**src/rtl/stopwatch_pkg.sv**
```systemverilog
// Shared constants for the stopwatch control stage: PS/2 set-2 key codes
// and the FSM state encoding (also driven out on the debug `state` port).
package stopwatch_pkg;

    localparam logic [7:0] KEY_S   = 8'h1B;
    localparam logic [7:0] KEY_L   = 8'h4B;
    localparam logic [7:0] KEY_R   = 8'h2D;
    localparam logic [7:0] KEY_BRK = 8'hF0;
    localparam logic [7:0] KEY_EXT = 8'hE0;

    typedef enum logic [1:0] {
        ST_IDLE  = 2'b00,
        ST_RUN   = 2'b01,
        ST_PAUSE = 2'b10,
        ST_LAP   = 2'b11
    } state_t;

endpackage

```
**src/rtl/stopwatch_ctrl_prescaler.sv**
```systemverilog
// tick_prescaler: divides clk by DIV. Counts while en, holds otherwise,
// clr forces the count to zero and wins over en. tick is a decode of the
// registered count, so it never depends combinationally on en's source keys.
module tick_prescaler #(
    parameter int DIV = 10
) (
    input  logic clk,
    input  logic rst_n,
    input  logic en,
    input  logic clr,
    output logic tick
);

    localparam int             W    = (DIV > 2) ? $clog2(DIV) : 1;
    localparam logic [W-1:0]   TERM = W'(DIV - 1);

    logic [W-1:0] cnt_q;
    logic [W-1:0] cnt_d;

    // Next count: clear, wrap at DIV-1, or hold while disabled.
    always_comb begin
        cnt_d = cnt_q;
        if (clr) begin
            cnt_d = '0;
        end else if (en) begin
            cnt_d = (cnt_q == TERM) ? '0 : cnt_q + W'(1);
        end
    end

    // Count register.
    always_ff @(posedge clk or negedge rst_n) begin
        if (!rst_n) begin
            cnt_q <= '0;
        end else begin
            cnt_q <= cnt_d;
        end
    end

    assign tick = en && (cnt_q == TERM);

endmodule

```
**src/rtl/stopwatch_ctrl.sv**
```systemverilog
// stopwatch_ctrl: PS/2 key filter, start/pause/lap/clear FSM and tick
// prescaler feeding the counter chain.
// Build option: define STOPWATCH_LAP_EN to enable the LAP state and lap_hold;
// without it L is ignored, LAP is unreachable and lap_hold is tied low.
//
// state | meaning
// ------+----------------------------------------------
// IDLE  | cleared, prescaler held at 0
// RUN   | counting, display live
// PAUSE | counting stopped, prescaler phase preserved
// LAP   | counting, display frozen (lap_hold)
module stopwatch_ctrl
    import stopwatch_pkg::*;
#(
    parameter int CLK_HZ  = 100_000_000,
    parameter int TICK_HZ = 100
) (
    input  logic       clk,
    input  logic       rst_n,
    input  logic       key_valid,
    input  logic [7:0] key_code,
    output logic       inc,
    output logic       is_reset,
    output logic       running,
    output logic       lap_hold,
    output logic [1:0] state
);

    localparam int DIV = CLK_HZ / TICK_HZ;

    state_t state_q, state_d;
    logic   brk_q, brk_d;
    logic   is_reset_q, is_reset_d;
    logic   key_s, key_r;
`ifdef STOPWATCH_LAP_EN
    logic   key_l;
`endif
    logic   r_accept;

    // Key filter: E0 is transparent, a byte following F0 is swallowed.
    always_comb begin
        brk_d = brk_q;
        key_s = 1'b0;
        key_r = 1'b0;
`ifdef STOPWATCH_LAP_EN
        key_l = 1'b0;
`endif
        if (key_valid && key_code != KEY_EXT) begin
            if (brk_q) begin
                brk_d = 1'b0;
            end else if (key_code == KEY_BRK) begin
                brk_d = 1'b1;
            end else begin
                key_s = (key_code == KEY_S);
                key_r = (key_code == KEY_R);
`ifdef STOPWATCH_LAP_EN
                key_l = (key_code == KEY_L);
`endif
            end
        end
    end

    // Next-state logic; R is only honoured where the counter is stopped.
    always_comb begin
        state_d  = state_q;
        r_accept = 1'b0;
        case (state_q)
            ST_IDLE: begin
                if (key_s) begin
                    state_d = ST_RUN;
                end else if (key_r) begin
                    r_accept = 1'b1;
                end
            end
            ST_RUN: begin
                if (key_s) begin
                    state_d = ST_PAUSE;
`ifdef STOPWATCH_LAP_EN
                end else if (key_l) begin
                    state_d = ST_LAP;
`endif
                end
            end
            ST_PAUSE: begin
                if (key_s) begin
                    state_d = ST_RUN;
                end else if (key_r) begin
                    state_d  = ST_IDLE;
                    r_accept = 1'b1;
                end
            end
`ifdef STOPWATCH_LAP_EN
            ST_LAP: begin
                if (key_s) begin
                    state_d = ST_PAUSE;
                end else if (key_l) begin
                    state_d = ST_RUN;
                end
            end
`endif
            default: state_d = ST_IDLE;
        endcase
        is_reset_d = r_accept;
    end

    // State, break flag and clear-pulse registers.
    always_ff @(posedge clk or negedge rst_n) begin
        if (!rst_n) begin
            state_q    <= ST_IDLE;
            brk_q      <= 1'b0;
            is_reset_q <= 1'b0;
        end else begin
            state_q    <= state_d;
            brk_q      <= brk_d;
            is_reset_q <= is_reset_d;
        end
    end

    // Outputs decoded from registered state only.
    always_comb begin
        state    = state_q;
        running  = state_q[0];
        is_reset = is_reset_q;
`ifdef STOPWATCH_LAP_EN
        lap_hold = (state_q == ST_LAP);
`else
        lap_hold = 1'b0;
`endif
    end

    tick_prescaler #(.DIV(DIV)) u_prescaler (
        .clk   (clk),
        .rst_n (rst_n),
        .en    (state_q[0]),
        .clr   ((state_q == ST_IDLE) || r_accept),
        .tick  (inc)
    );

endmodule

```
**config.mk**
```make
export PLATFORM = sky130hd
export DESIGN_NAME = stopwatch_ctrl
export DESIGN_NICKNAME = d
export VERILOG_FILES = /design/src/rtl/stopwatch_pkg.sv /design/src/rtl/stopwatch_ctrl_prescaler.sv /design/src/rtl/stopwatch_ctrl.sv
export SDC_FILE = /design/constraint.sdc
export NUM_CORES = 1
export LEC_CHECK = 0
export ABC_AREA = 1
export ABC_CLOCK_PERIOD_IN_PS = 1600
export BUFFER_PORTS_ARGS = -buffer_cell sky130_fd_sc_hd__clkbuf_2
export CAP_MARGIN = 0
export CORE_MARGIN = 2
export CORE_UTILIZATION = 52
export DETAILED_ROUTE_END_ITERATION = 8
export PLACE_DENSITY = 0.77
export SLEW_MARGIN = 15
export SYNTH_ARGS = -nofsm -noshare
export SYNTH_HDL_FRONTEND = slang
export SYNTH_SLANG_ARGS = --single-unit
```
**constraint.sdc**
```tcl
create_clock -name clk -period 1.6 [get_ports clk]
set_input_delay 0.16 -clock clk [delete_from_list [all_inputs] [get_ports clk]]
set_output_delay 0.16 -clock clk [all_outputs]
set_load 0.01 [all_outputs]
```
# Word level (Yosys, flattened, before mapping)
# Cells that the tools add are included.
# word_totals
regBits	24
input_bits	11
output_inout_bits	6
elab_cells	41
# op_classes
n_addsub	1
eq_ne	10
n_mux	19
reduce_logical	7
# ops
cell	count
$mux W20	3
$add A20 B1 Y20 const B	1
$eq A20 B20 Y1 const B	1
$mux W1	11
$eq A8 B5 Y1 const B	1
$eq A8 B6 Y1 const B	1
$eq A8 B8 Y1 const B	1
$mux W2	4
$ne A8 B8 Y1 const B	1
$pmux W2 S3	1
$ne A2 B2 Y1 const B	2
$ne A3 B3 Y1 const B	1
$reduce_and A3 Y1	1
$eq A2 B1 Y1 const B	1
$eq A2 B2 Y1 const B	1
$logic_and A1 B1 Y1	2
$logic_not A2 Y1	1
$reduce_bool A2 Y1	1
$reduce_or A2 Y1	1
$logic_or A1 B1 Y1	1

# Depth between registers and ports, before layout
# logic_depth
ltp_word	9
ltp_mapped	10

# By module
# Synthesis repeated with hierarchy kept, for this count alone.
# unflattened
hier_cells	246
area_unflattened_um2	1637.8
# modules_own_cells
mod	n_inst	cells_each	area_each_um2	seq_area_each_um2
tick_prescaler	1	192	1303.8	500.5
stopwatch_ctrl	1	54	334.1	100.1

# Worst setup path before layout
# OpenSTA, ideal clock, no wires.
# synth_timing
kind	register -> register
from	register u_prescaler.cnt_q[0]
to	register u_prescaler.cnt_q[10]
setup_ps	117
t_arrival_ps	1388
path_slack_ps	95
stages_incl_launch_ff	9
n_path_buf	0
cell_sequence	dfrtp_1 > ha_1 > inv_1 > nor3_4 > nand2_1 > inv_1 > or2_2 > nand3_1 > nand2_1
# synth_via
elab_chain_len	4
# synth_rtl
element	line	text
start, declared	stopwatch_ctrl_prescaler.sv:17	logic [W-1:0] cnt_q;
start signal, assigned	stopwatch_ctrl_prescaler.sv:35	cnt_q <= cnt_d;
$add A20 B1 Y20 / $eq A20 B20 Y1 (equally long branches)	stopwatch_ctrl_prescaler.sv:26	cnt_d = (cnt_q == TERM) ? '0 : cnt_q + W'(1);
$mux W20 *	stopwatch_ctrl_prescaler.sv:26	
$mux W20 *	stopwatch_ctrl_prescaler.sv:25	end else if (en) begin
$mux W20 *	stopwatch_ctrl_prescaler.sv:23	if (clr) begin
# Every way passes the cells marked *; elsewhere a longest branch is shown, timed or not. The select of a mux whose other input is x is not followed.
# A chain may end at the register's enable or synchronous reset.

# Worst setup path after layout
# layout_timing
from	register u_prescaler.cnt_q[1]
to	output port inc
# layout_via
elab_chain_len	2
# layout_rtl
element	line	text
$eq A20 B20 Y1	stopwatch_ctrl_prescaler.sv:39	assign tick = en && (cnt_q == TERM);
$logic_and A1 B1 Y1	stopwatch_ctrl_prescaler.sv:39	
end, declared	stopwatch_ctrl.sv:22	output logic inc,
# Every way passes these cells.

==> results.py <==
metrics = {
    "layout": {
        "diodes": 0,
        "area_delta_synth_final_pct": 18.5,
        "drive_above_1_share_pct": 22.9,
        "nets": 285,
        "final_util_pct": 63.9,
        "multi_input_area_um2": 933,
        "layout.area.seq_um2": 606,
        "fin_cells": 304,
        "fillerInstances": 277,
    },
    "sta": {
        "finClkSkew_ps": 0.530,
        "relSlewSlack_pct": 59.8,
        "hold_viol": 0,
        "slew_viol_final": 0,
        "setup_slack_ps": -22.5,
        "fin_tns_setup_ps": -22.5,
        "min_period_ps": 1620,
        "worstMarginPinSlew_ps": 602,
        "fin_crit_sh_pct": 101,
        "max_freq_mhz": 616,
        "finalSetupViolCount": 1,
        "whs_ps": 117,
        "rsz0062_at_grt": "yes",
    },
    "logic_synthesis": {
        "synth-edff-count": 0,
        "synth-seq-cells": 24,
        "yosysSeqAreaShare_pct": 37.1,
        "synth_area_per_cell_um2": 6.78,
        "synth_cells": 239,
        "synth_top_area_share_pct": 37.1,
        "yosysMostFrequentCell": "nand2_1",
        "ys_warn_count": 0,
        "ys_top_cells_by_area": "dfrtp_1 (37%), nand3_1 (14%), nand2_1 (14%)",
        "synth_cell_types": 30,
        "synthTopCellsByCount": "nand2_1 (59), nand3_1 (46), nor2_1 (36)",
        "async_flop_share_pct": 100,
        "syn_nets": 251,
        "synth_ff_type": "dfrtp_1",
        "syn_area_um2": 1620,
        "synth_largest_area_cell": "dfrtp_1",
    },
    "critical_path": {
        "path_cells": "ha_2 > inv_2 > nor3_4 > nand3_2 > nor2_2 > buf_2",
        "worst_setup_path_end_kind": "output pin",
        "cpLargestDelayFamily": "flip-flops",
        "critPathRequiredTime_ps": 1440,
        "r2r_slack_ps": 80,
        "critical_path.max_stage_delay_ps": 380,
        "path_max_fanout": 2,
        "critPathArrivalTime_ps": 1460,
        "cp.buffers_inverters": 2,
        "cp-start-kind": "flop",
        "path_class": "reg -> out",
        "critical_path.slowest_cell": "dfrtp_1",
    },
    "pwr": {
        "pwr-share-seq_pct": 63.5,
        "p_leak_nw": 0.927,
        "combPwrFrac_pct": 8.6,
        "p_sw_share_pct": 25.4,
        "p_clk_share_pct": 27.9,
        "p_total_uw": 975,
        "internal-power_uw": 727,
        "p_sw_uw": 248,
        "power_density_nw_per_um2": 508,
        "ir_drop_uv": 420,
    },
    "run": {
        "drv_cap": 0,
    },
    "placed_design": {
        "dp_hpwl_um": 2900,
        "port_buffers": 15,
        "place.gp.congestion": 0.903,
        "placedCellCount": 289,
    },
    "route": {
        "wl_per_cell_um": 13.0,
        "drt_iter0_drc": 102,
        "drc": 0,
        "dr.pass1.iters": 5,
        "detail_route.vias_per_cell": 5.44,
        "drt-total-wl_um": 3950,
        "vias": 1655,
        "ant_nets": 0,
    },
    "clock_network": {
        "cts.sinks": 24,
        "root_buffer": "clkbuf_4",
        "clkTransAtPathRegs_ps": 130,
        "cts_inserted_buffers": 3,
        "clock_latency_ps": 320,
        "cts_tree": "built",
        "cts_buffer_depth": 2,
        "htreeDepth": 1,
    },
    "floorplan": {
        "start_util_pct": 54.0,
        "dieWidth_um": 59.8,
        "fp.coreArea_um2": 3000,
        "dieHeight_um": 59.8,
        "rows": 20,
        "ioPinCount": 17,
        "dieArea_um2": 3580,
    },
    "run_status": {
        "violations": "setup timing",
        "status": "finished, violations left",
    },
    "global_route": {
        "grt_max_degree": 25,
        "grt_antenna_before_repair": 0,
        "grt_usage_pct": 25.5,
        "grt_pass1_wl_um": 6960,
        "grt_overflow": 0,
        "grt_pass1_vias": 1567,
    },
    "worst_hold_path": {
        "min_path_type": "in -> reg",
    },
}
[layout by cell type, fill, tap and decap left out, types with 5 or more instances in the layout]
master / Yosys / routed
nand3_1: 46 / 45
nor2_2: 2 / 5
nor2_1: 36 / 33
dfrtp_1: 24 / 20
nand2_1: 59 / 58
inv_1: 20 / 17
o21ai_0: 7 / 7
nand4_1: 10 / 10
buf_4: 2 / 20
clkbuf_2: 0 / 14
[worst min-delay path, cell delays in order]
cell and delay (ps):
clkbuf_2 90, nand4_1 80, o22ai_1 70
[kinds of logic after synthesis]
family | count (synthesis) | synth area share [%]
and+or+nand+nor | 166 | 47.1
buffers and inverters | 28 | 7.34
DFF | 24 | 37.1
AOI/OAI and AO/OA | 15 | 5.33
xor gates and xnor gates | 4 | 2.16
adders and majority gates | 1 | 0.772
other | 1 | 0.231
[repair_timing]
action / CTS / global route
pin swaps: 4 / 0
hold buffers: 1 / 0
resized for setup: 9 / 8
endpoints found under the setup margin: 1 / 5
setup buffers: 9 / 2
endpoints found under the hold margin: 24 / 0
[registers in the layout, indices dropped and copies added (netlist names)]
name	cells
brk_q	1
is_reset	1
state	2
u_prescaler.cnt_q	20
[worst paths after layout]
check | from | end | cells past startpoint
max in group asynchronous | rst_n | u_prescaler.cnt_q[6] | 2
min in group asynchronous | rst_n | state[1] | 2
hold / removal | key_valid | brk_q | 3
setup / recovery | u_prescaler.cnt_q[1] | inc | 6
hold reg to reg | u_prescaler.cnt_q[19] | u_prescaler.cnt_q[19] | 2
setup reg to reg | u_prescaler.cnt_q[1] | u_prescaler.cnt_q[17] | 9
[final cells by class]
class	instances	area share [%]
inverters	21	4.24
repair buffers	36	12.3
flip-flops and latches	24	31.6
well taps	33	2.15
multi-input cells	187	48.6
clock buffers	3	1.17
[power groups by stage]
| stage | clock network [mW] | logic (mW) | registers (mW) |
|---|---|---|---|
| 2_1_floorplan | 0 | 0.0364 | 0.632 |
| 3_3_place_gp | 0 | 0.0796 | 0.631 |
| 3_5_place_dp | 0 | 0.0813 | 0.630 |
| 4_1_cts | 0.280 | 0.0845 | 0.619 |
| 5_1_grt | 0.309 | 0.0962 | 0.620 |
| 6_report | 0.272 | 0.0840 | 0.619 |
[per-stage QoR]
step | instance area [um2] | worst slack (ps)
finish | 1920 | -22.5
global route | 1920 | -151
CTS | 1880 | -45.4
floorplan | 1620 | 94.6
global placement | 1770 | 96.9
detailed placement | 1770 | 58.1
[per-layer routing]
| layer | vias up | wire length [um] | GRT usage (%) |
|---|---|---|---|
| met5 | - | 0 | 0 |
| met4 | 0 | 14 | 6.35 |
| met3 | 2 | 213 | 5.84 |
| met2 | 43 | 1880 | 40.2 |
| met1 | 758 | 1850 | 35.2 |
| li1 | 852 | - | - |
(Power assumes the default switching activity.)
